--- src/rtl/life_pkg.sv ---
// Shared types and helpers for the 8x8 Game-of-Life engine.
package life_pkg;

    localparam int GRID_DIM = 8;

    typedef logic [63:0] grid_t;

    typedef enum logic [1:0] {
        IDLE = 2'd0,
        RUN  = 2'd1,
        HALT = 2'd2
    } life_state_t;

    // Row 0 occupies bits 7:0; column is the bit within the row byte.
    function automatic logic [5:0] idx(input int row, input int col);
        return 6'(row * GRID_DIM + col);
    endfunction

endpackage

--- src/rtl/life_next_gen.sv ---
// Combinational B3/S23 rule: one neighbour counter per cell, optional torus wrap.
module life_next_gen
    import life_pkg::*;
#(
    parameter int WRAP = 0
) (
    input  grid_t cur_i,
    output grid_t nxt_o
);

    // Out-of-range neighbours read as dead unless the grid wraps.
    function automatic logic cell_at(input grid_t g, input int r, input int c);
        int rr;
        int cc;
        rr = r;
        cc = c;
        if (WRAP != 0) begin
            rr = (r + GRID_DIM) % GRID_DIM;
            cc = (c + GRID_DIM) % GRID_DIM;
        end
        if (rr < 0 || rr >= GRID_DIM || cc < 0 || cc >= GRID_DIM)
            return 1'b0;
        return g[idx(rr, cc)];
    endfunction

    for (genvar R = 0; R < GRID_DIM; R++) begin : g_row
        for (genvar C = 0; C < GRID_DIM; C++) begin : g_col
            localparam logic [5:0] I = idx(R, C);
            logic [3:0] cnt;

            always_comb begin
                cnt = '0;
                for (int dr = -1; dr <= 1; dr++) begin
                    for (int dc = -1; dc <= 1; dc++) begin
                        if (dr != 0 || dc != 0)
                            cnt = cnt + {3'b000, cell_at(cur_i, R + dr, C + dc)};
                    end
                end
            end

            assign nxt_o[I] = (cnt == 4'd3) || (cur_i[I] && cnt == 4'd2);
        end
    end

endmodule

--- src/rtl/life_grid_engine.sv ---
// Generation engine: holds the grid, divides the rate tick, halts on still-life or extinction.
module life_grid_engine
    import life_pkg::*;
#(
    parameter int TICK_DIV = 4,
    parameter int GEN_W    = 16,
    parameter int WRAP     = 0
) (
    input  logic             clk,
    input  logic             reset,
    input  logic             load,
    input  grid_t            seed,
    input  logic             clear,
    input  logic             pause,
    input  logic             step,
    output grid_t            grid,
    output logic [GEN_W-1:0] gen_count,
    output logic             running,
    output logic             stable,
    output logic             empty
);

    localparam logic [15:0] TICK_LAST = 16'(TICK_DIV - 1);

    life_state_t      state_q, state_d;
    grid_t            grid_q, grid_d;
    logic [GEN_W-1:0] gen_q, gen_d;
    logic             stable_q, stable_d;
    logic [15:0]      tick_q, tick_d;

    grid_t nxt;
    logic  in_run, tick, advance;

    life_next_gen #(.WRAP(WRAP)) u_next (
        .cur_i (grid_q),
        .nxt_o (nxt)
    );

    assign in_run  = (state_q == RUN);
    assign tick    = (tick_q == TICK_LAST) && !pause;
    assign advance = in_run && (tick || (pause && step));

    always_ff @(posedge clk or posedge reset) begin
        if (reset) begin
            state_q  <= IDLE;
            grid_q   <= '0;
            gen_q    <= '0;
            stable_q <= 1'b0;
            tick_q   <= '0;
        end else begin
            state_q  <= state_d;
            grid_q   <= grid_d;
            gen_q    <= gen_d;
            stable_q <= stable_d;
            tick_q   <= tick_d;
        end
    end

    always_comb begin
        state_d  = state_q;
        grid_d   = grid_q;
        gen_d    = gen_q;
        stable_d = stable_q;
        tick_d   = tick_q;

        if (clear) begin
            state_d  = IDLE;
            grid_d   = '0;
            gen_d    = '0;
            stable_d = 1'b0;
            tick_d   = '0;
        end else if (load) begin
            state_d  = RUN;
            grid_d   = seed;
            gen_d    = '0;
            stable_d = 1'b0;
            tick_d   = '0;
        end else if (in_run) begin
            if (!pause)
                tick_d = tick ? 16'd0 : tick_q + 16'd1;
            if (advance) begin
                // A still-life freezes the count; extinction still counts as a generation.
                if (nxt == grid_q) begin
                    stable_d = 1'b1;
                    state_d  = HALT;
                end else begin
                    grid_d = nxt;
                    gen_d  = (gen_q == '1) ? gen_q : gen_q + GEN_W'(1);
                    if (nxt == '0)
                        state_d = HALT;
                end
            end
        end
    end

    assign grid      = grid_q;
    assign gen_count = gen_q;
    assign running   = in_run;
    assign stable    = stable_q;
    assign empty     = (grid_q == '0);

endmodule

--- config.mk ---
export PLATFORM = sky130hd
export DESIGN_NAME = life_grid_engine
export DESIGN_NICKNAME = d
export VERILOG_FILES = /design/src/rtl/life_pkg.sv /design/src/rtl/life_next_gen.sv /design/src/rtl/life_grid_engine.sv
export SDC_FILE = /design/constraint.sdc
export NUM_CORES = 1
export LEC_CHECK = 0
export ABC_AREA = 0
export BUFFER_PORTS_ARGS = -buffer_cell sky130_fd_sc_hd__buf_2
export CORE_UTILIZATION = 45
export DETAILED_ROUTE_END_ITERATION = 6
export SYNTH_ARGS = -nofsm -noshare
export SYNTH_HDL_FRONTEND = slang
export SYNTH_HIERARCHICAL = 1
export SYNTH_SLANG_ARGS = --single-unit
export TNS_END_PERCENT = 20
--- constraint.sdc ---
create_clock -name clk -period 6.55 [get_ports clk]
set_input_delay 0.3275 -clock clk [delete_from_list [all_inputs] [get_ports clk]]
set_output_delay 0.3275 -clock clk [all_outputs]
set_load 0.03 [all_outputs]
# Yosys cells after proc, flatten, opt, wreduce, memory -nomap -nowiden
# Cells that the tools add are included.
[op_classes]
magnitude_cmp = 0
reduce_logical = 144
mul = 0
add_sub_neg = 351
bitwise_logic = 0
div = 0
shifts = 0
muxes = 27
n_eq_ne = 135
[ops]
columns = ["op", "n"]
rows = [
  ["$add A4 B1 Y4", 292],
  ["$eq A4 B2 Y1 const B", 128],
  ["$mux W64", 5],
  ["$mux W16", 11],
  ["$logic_not A64 Y1", 2],
  ["$add A1 B1 Y2", 57],
  ["$logic_and A1 B1 Y1", 67],
  ["$logic_or A1 B1 Y1", 65],
  ["$eq A64 B64 Y1", 1],
  ["$add A16 B1 Y16 const B", 2],
  ["$eq A16 B16 Y1 const B", 1],
  ["$eq A16 B2 Y1 const B", 1],
  ["$mux W2", 6],
  ["$ne A3 B3 Y1 const B", 3],
  ["$reduce_and A3 Y1", 3],
  ["$reduce_bool A3 Y1", 3],
  ["$mux W1", 5],
  ["$reduce_and A4 Y1", 1],
  ["$reduce_bool A4 Y1", 1],
  ["$eq A2 B1 Y1 const B", 1],
  ["$reduce_and A2 Y1", 1],
  ["$logic_not A1 Y1", 1],
]
[word_totals]
in_bits = 70
ff_bits = 99
n_memories = 0
output_inout_bits = 83
ram_bits = 0
elab_cells = 662
latch_bits = 0
mem_bits_ro = 0

# Logic depth before layout (Yosys ltp)
[logic_depth]
depth_word = 17
mapped_depth = 17
mapped_depth_nobuf = 15

# Cells and area by module
# Netlist, hierarchy kept.
[modules_own_cells]
columns = ["mod", "instances", "area_each_um2", "cells_each"]
rows = [
  ["life_next_gen", 1, 7833.8, 822],
  ["life_grid_engine", 1, 6092.1, 697],
]

# Worst setup path before layout
# No wires, ideal clock.
[synth_timing]
kind = "flip-flop to flip-flop"
startpoint = "register grid_q[10] (netlist: grid[10])"
endpoint = "register grid_q[48] (netlist: grid[48])"
stages_incl_launch_ff = 18
n_path_buf = 2
arrival_ns = 4.940
setup_slack_ns = 1.511
path_cell_list = "dfrtp_1 inv_1 fa_1 fa_1 fa_1 inv_1 ha_1 fa_1 or2_2 a21oi_1 xnor2_1 nand4_1 nor4_1 and4_1 buf_4 buf_6 o21ai_0 a311oi_1"
[synth_between]
elab_chain_cells = 13
word_cells_on_any_way = 72
[synth_lines]
columns = ["item", "line", "source"]
rows = [
  ["start, declared", "life_grid_engine.sv:26", "grid_t grid_q, grid_d;"],
  ["start signal, assigned", "life_grid_engine.sv:52", "grid_q <= grid_d;"],
  ["$add A1 B1 Y2 *", "life_next_gen.sv:36", "cnt = cnt + {3'b000, cell_at(cur_i, R + dr, C + dc)};"],
  ["$add A4 B1 Y4 * (6 in series)", "life_next_gen.sv:36", ""],
  ["$eq A4 B2 Y1", "life_next_gen.sv:41", "assign nxt_o[I] = (cnt == 4'd3) || (cur_i[I] && cnt == 4'd2);"],
  ["$logic_and A1 B1 Y1", "life_next_gen.sv:41", ""],
  ["$logic_or A1 B1 Y1 *", "life_next_gen.sv:41", ""],
  ["net nxt[19]", "life_grid_engine.sv:31", "grid_t nxt;"],
  ["$eq A64 B64 Y1 *", "life_grid_engine.sv:83", "if (nxt == grid_q) begin"],
  ["$ne A3 B3 Y1 (no source line) *", "n/a", ""],
  ["$reduce_and A3 Y1 (no source line) *", "n/a", ""],
]
# The timed path passes the listed nets; every way through them passes the cells marked *.
# A chain may end at the register's enable or synchronous reset.

# Final worst setup path
[layout_timing]
startpoint = "register grid_q[29] (netlist: grid[29])"
endpoint = "register grid_q[58] (netlist: grid[58])"
[layout_between]
word_cells_on_any_way = 72
[layout_lines]
columns = ["item", "line"]
rows = [
  ["$add A4 B1 Y4 * (5 in series)", "life_next_gen.sv:36"],
  ["$eq A4 B2 Y1", "life_next_gen.sv:41"],
  ["$logic_and A1 B1 Y1", "life_next_gen.sv:41"],
  ["$logic_or A1 B1 Y1 *", "life_next_gen.sv:41"],
  ["net nxt[30]", "life_grid_engine.sv:31"],
  ["$eq A64 B64 Y1 *", "life_grid_engine.sv:83"],
  ["$ne A3 B3 Y1 (no source line) *", "n/a"],
  ["$reduce_and A3 Y1 (no source line) *", "n/a"],
]
# Marks and branches as above.

==> summary.txt <==
Run status
  – Outcome: completed

Synth
  – Syn Nets: 1922
  – Netlist Area Pre-Place: 0.01393 mm^2
  – Number of distinct library cells after synthesis: 51
  – Predominant post-synthesis flop cell: dfrtp_1
  – Syn_area_per_cell: 9.168 um^2
  – Post-synth ARST share: 1.000
  – Post-Syn Instances: 1519
  – Sequential fraction of the synthesis area: 0.1779
  – YS warnings: 6
  – Flops & latches, synth: 99
  – EDFF count, synth: 0

Finish
  – Register area: 0.002477 mm^2
  – Antenna Cells: 0
  – Final nets: 2094
  – Layout cells sized above 1: 0.1621
  – Fin area: 0.01570 mm^2
  – Commonest non-fill, non-tap cell in the layout: inv_1
  – Layout Cells excl Fill: 2092
  – Most frequent cells in the layout: 262 x inv_1, 196 x fa_1, 152 x buf_2
  – Area grow syn2layout: 12.70%
  – Filler instances: 2874
  – Footprint of the multi-input gates: 0.01025 mm^2

Global route
  – GR Util All Layers: 0.2985
  – Initial antenna violation count: 0
  – GRT overflow: 0
  – Global-route wire length before repair: 70.88 mm
  – Vias in the first global route: 12170
  – Largest net degree at the start of global routing: 94

Routing
  – DRC: 0
  – Routed Antenna Nets: 0
  – Final WL: 45.02 mm
  – Via count: 12210
  – WL/cell: 21.52 um
  – Vias per cell: 5.836
  – Initial DRC Count: 988
  – Initial DRT Pass Iterations: 5

Clock network
  – Root Buffer: clkbuf_16
  – Clk Latency, worst-skew pair: 0.37 ns
  – CTS Buffer Depth: 2
  – Post-CTS sizing: 0
  – Htree depth: 3
  – Clk sinks: 99
  – Clk slew on worst S/H paths: 0.09 ns
  – Number of setup buffers added after CTS: 0
  – CTS tree: built
  – Hold_buf cts: 0
  – Cts bufs inserted: 9

Timing
  – Final-report max-slew violation count: 0
  – Worst Max-Slew Pin Slew: 1.132 ns
  – RSZ-0062 raised after global routing: false
  – Final TNS setup: 0 ns
  – Final hold vios: 0
  – Fmax: 0.1673 GHz
  – Minimum clock period after layout: 5.976 ns
  – Endpoints failing setup: 0
  – Final Cycle Share: 0.9124
  – Worst rel slew slack: 0.2437
  – Clk_skew: 0.01606 ns

Power and ir drop
  – Sw frac: 0.4783
  – Peak VDD IR: 0.1390 mV
  – P_leak: 7.824 nW
  – Pwr dens: 193.9 mW/mm^2
  – Tot Pwr: 3.044 mW
  – P_int: 1.588 mW
  – Comb pwr share: 0.589
  – Seq pwr share: 0.228
  – P_sw: 1.456 mW
  – Clock power share: 0.183

Place
  – Placed Area: 0.01541 mm^2
  – Final GP Congestion: 0.9635
  – DP Wirelength: 34.97 mm
  – Placed Cells: 2076
  – I/O Buffers: 152

Critical path
  – Critical path required time: 6.82 ns
  – Crit Path Class: register to register
  – Worst Setup End Kind: register
  – Worst Reg-to-Reg Cells: 16
  – CP arrival: 6.24 ns
  – Crit path max fanout: 23
  – Crit start category: register

Floorplanning
  – Core outline area: 0.03051 mm^2
  – Rows: 64
  – Die height: 177.9 um
  – Initial core utilization: 0.4564
  – Die area: 0.03165 mm^2
  – Die W: 177.9 um
  – # IOs: 153

Min path
  – Hold WC Path Type: primary input to asynchronous set/reset pin

Flow run
  – Total of max-cap violations: 0
state kept, by name, summed over array words and instances (netlist names):
register   flops
gen_count     16
grid          64
stable         1
state_q        2
tick_q        16
routing by layer:
metal	vias up	share of wire	track usage	routed length (um)
met3	77	0.065	0.03770	2937
li1	5493	-	-	-
met5	-	0	0	0
met1	6138	0.44	0.4217	20020
met4	0	0.030	0.09793	1364
met2	500	0.46	0.4731	20700
metrics by stage:
stage	setup slack, ns	hold slack, ns	util
after floorplan	1.511	0.4610	-
after global placement	0.7147	0.4666	0.5052
after detailed placement	0.6220	0.4754	0.5052
after CTS	0.6137	0.07431	0.5144
after global routing	0.2583	0.1083	0.5144
final	0.5738	0.05128	0.5144
path summary, 6_finish.rpt:
check | startpoint | to | slack [ns]
min in group clk | seed[17] | grid[17] | 0.17
max | grid[29] | grid[58] | 0.57
min | reset | grid[2] | 0.05
max reg2reg | grid[29] | grid[58] | 0.57
max in group asynchronous | reset | grid[31] | 5.30
min reg2reg | stable | stable | 0.51
cell usage after synthesis (40+ instances only):
cell type / count / share of area
dfrtp_1: 99 / 0.18
o211ai_1: 42 / 0.023
nand3_1: 62 / 0.022
o21ai_0: 51 / 0.018
nor4_1: 40 / 0.018
xnor2_1: 67 / 0.042
nor2_1: 79 / 0.021
nand4_1: 72 / 0.032
fa_1: 196 / 0.28
nand2_1: 109 / 0.029
inv_1: 263 / 0.071
ha_1: 137 / 0.12
a21oi_1: 73 / 0.026
power groups by stage:
stage | sequential (mW) | combinational (mW) | clock [mW]
3_3_place_gp | 0.705 | 1.71 | 0
3_5_place_dp | 0.706 | 1.76 | 0
2_1_floorplan | 0.762 | 1.13 | 0
6_report | 0.694 | 1.79 | 0.556
5_1_grt | 0.699 | 2.02 | 0.587
4_1_cts | 0.694 | 1.77 | 0.564
cell families (layout without fill, tap and decap cells):
kind of cell | Yosys count | in the layout | synth area share
buffers and inverters | 313 | 490 | 0.08751
muxes | 3 | 3 | 0.002156
DFF | 99 | 99 | 0.1779
and+or+nand+nor | 462 | 462 | 0.1747
xor gates and xnor gates | 73 | 73 | 0.04591
adders and majority gates | 333 | 333 | 0.4049
AOI/OAI and AO/OA | 236 | 236 | 0.1070
final cells by class:
type                            instances  area share
Timing Repair Buffer                  210     0.07621
Sequential cell                        99      0.1578
Clock inverter                          7    0.003667
Inverter                              264     0.06330
Tap cell                              396     0.03157
Clock buffer                            9     0.01435
Multi-Input combinational cell       1107      0.6531
worst max-delay path, stage by stage, from the launching register on:
cell and delay, ns:
dfrtp_1 0.53, inv_1 0.49, fa_1 0.55, fa_1 0.46
fa_1 0.50, inv_1 0.05, ha_1 0.20, fa_1 0.38
or2_2 0.30, a21oi_1 0.50, xnor2_1 0.19, nand4_1 0.15
nor4_1 0.36, and4_1 0.45, buf_4 0.33, o21ai_0 0.13
a311oi_1 0.30
No activity file was read; power rests on OpenSTA's default activity.
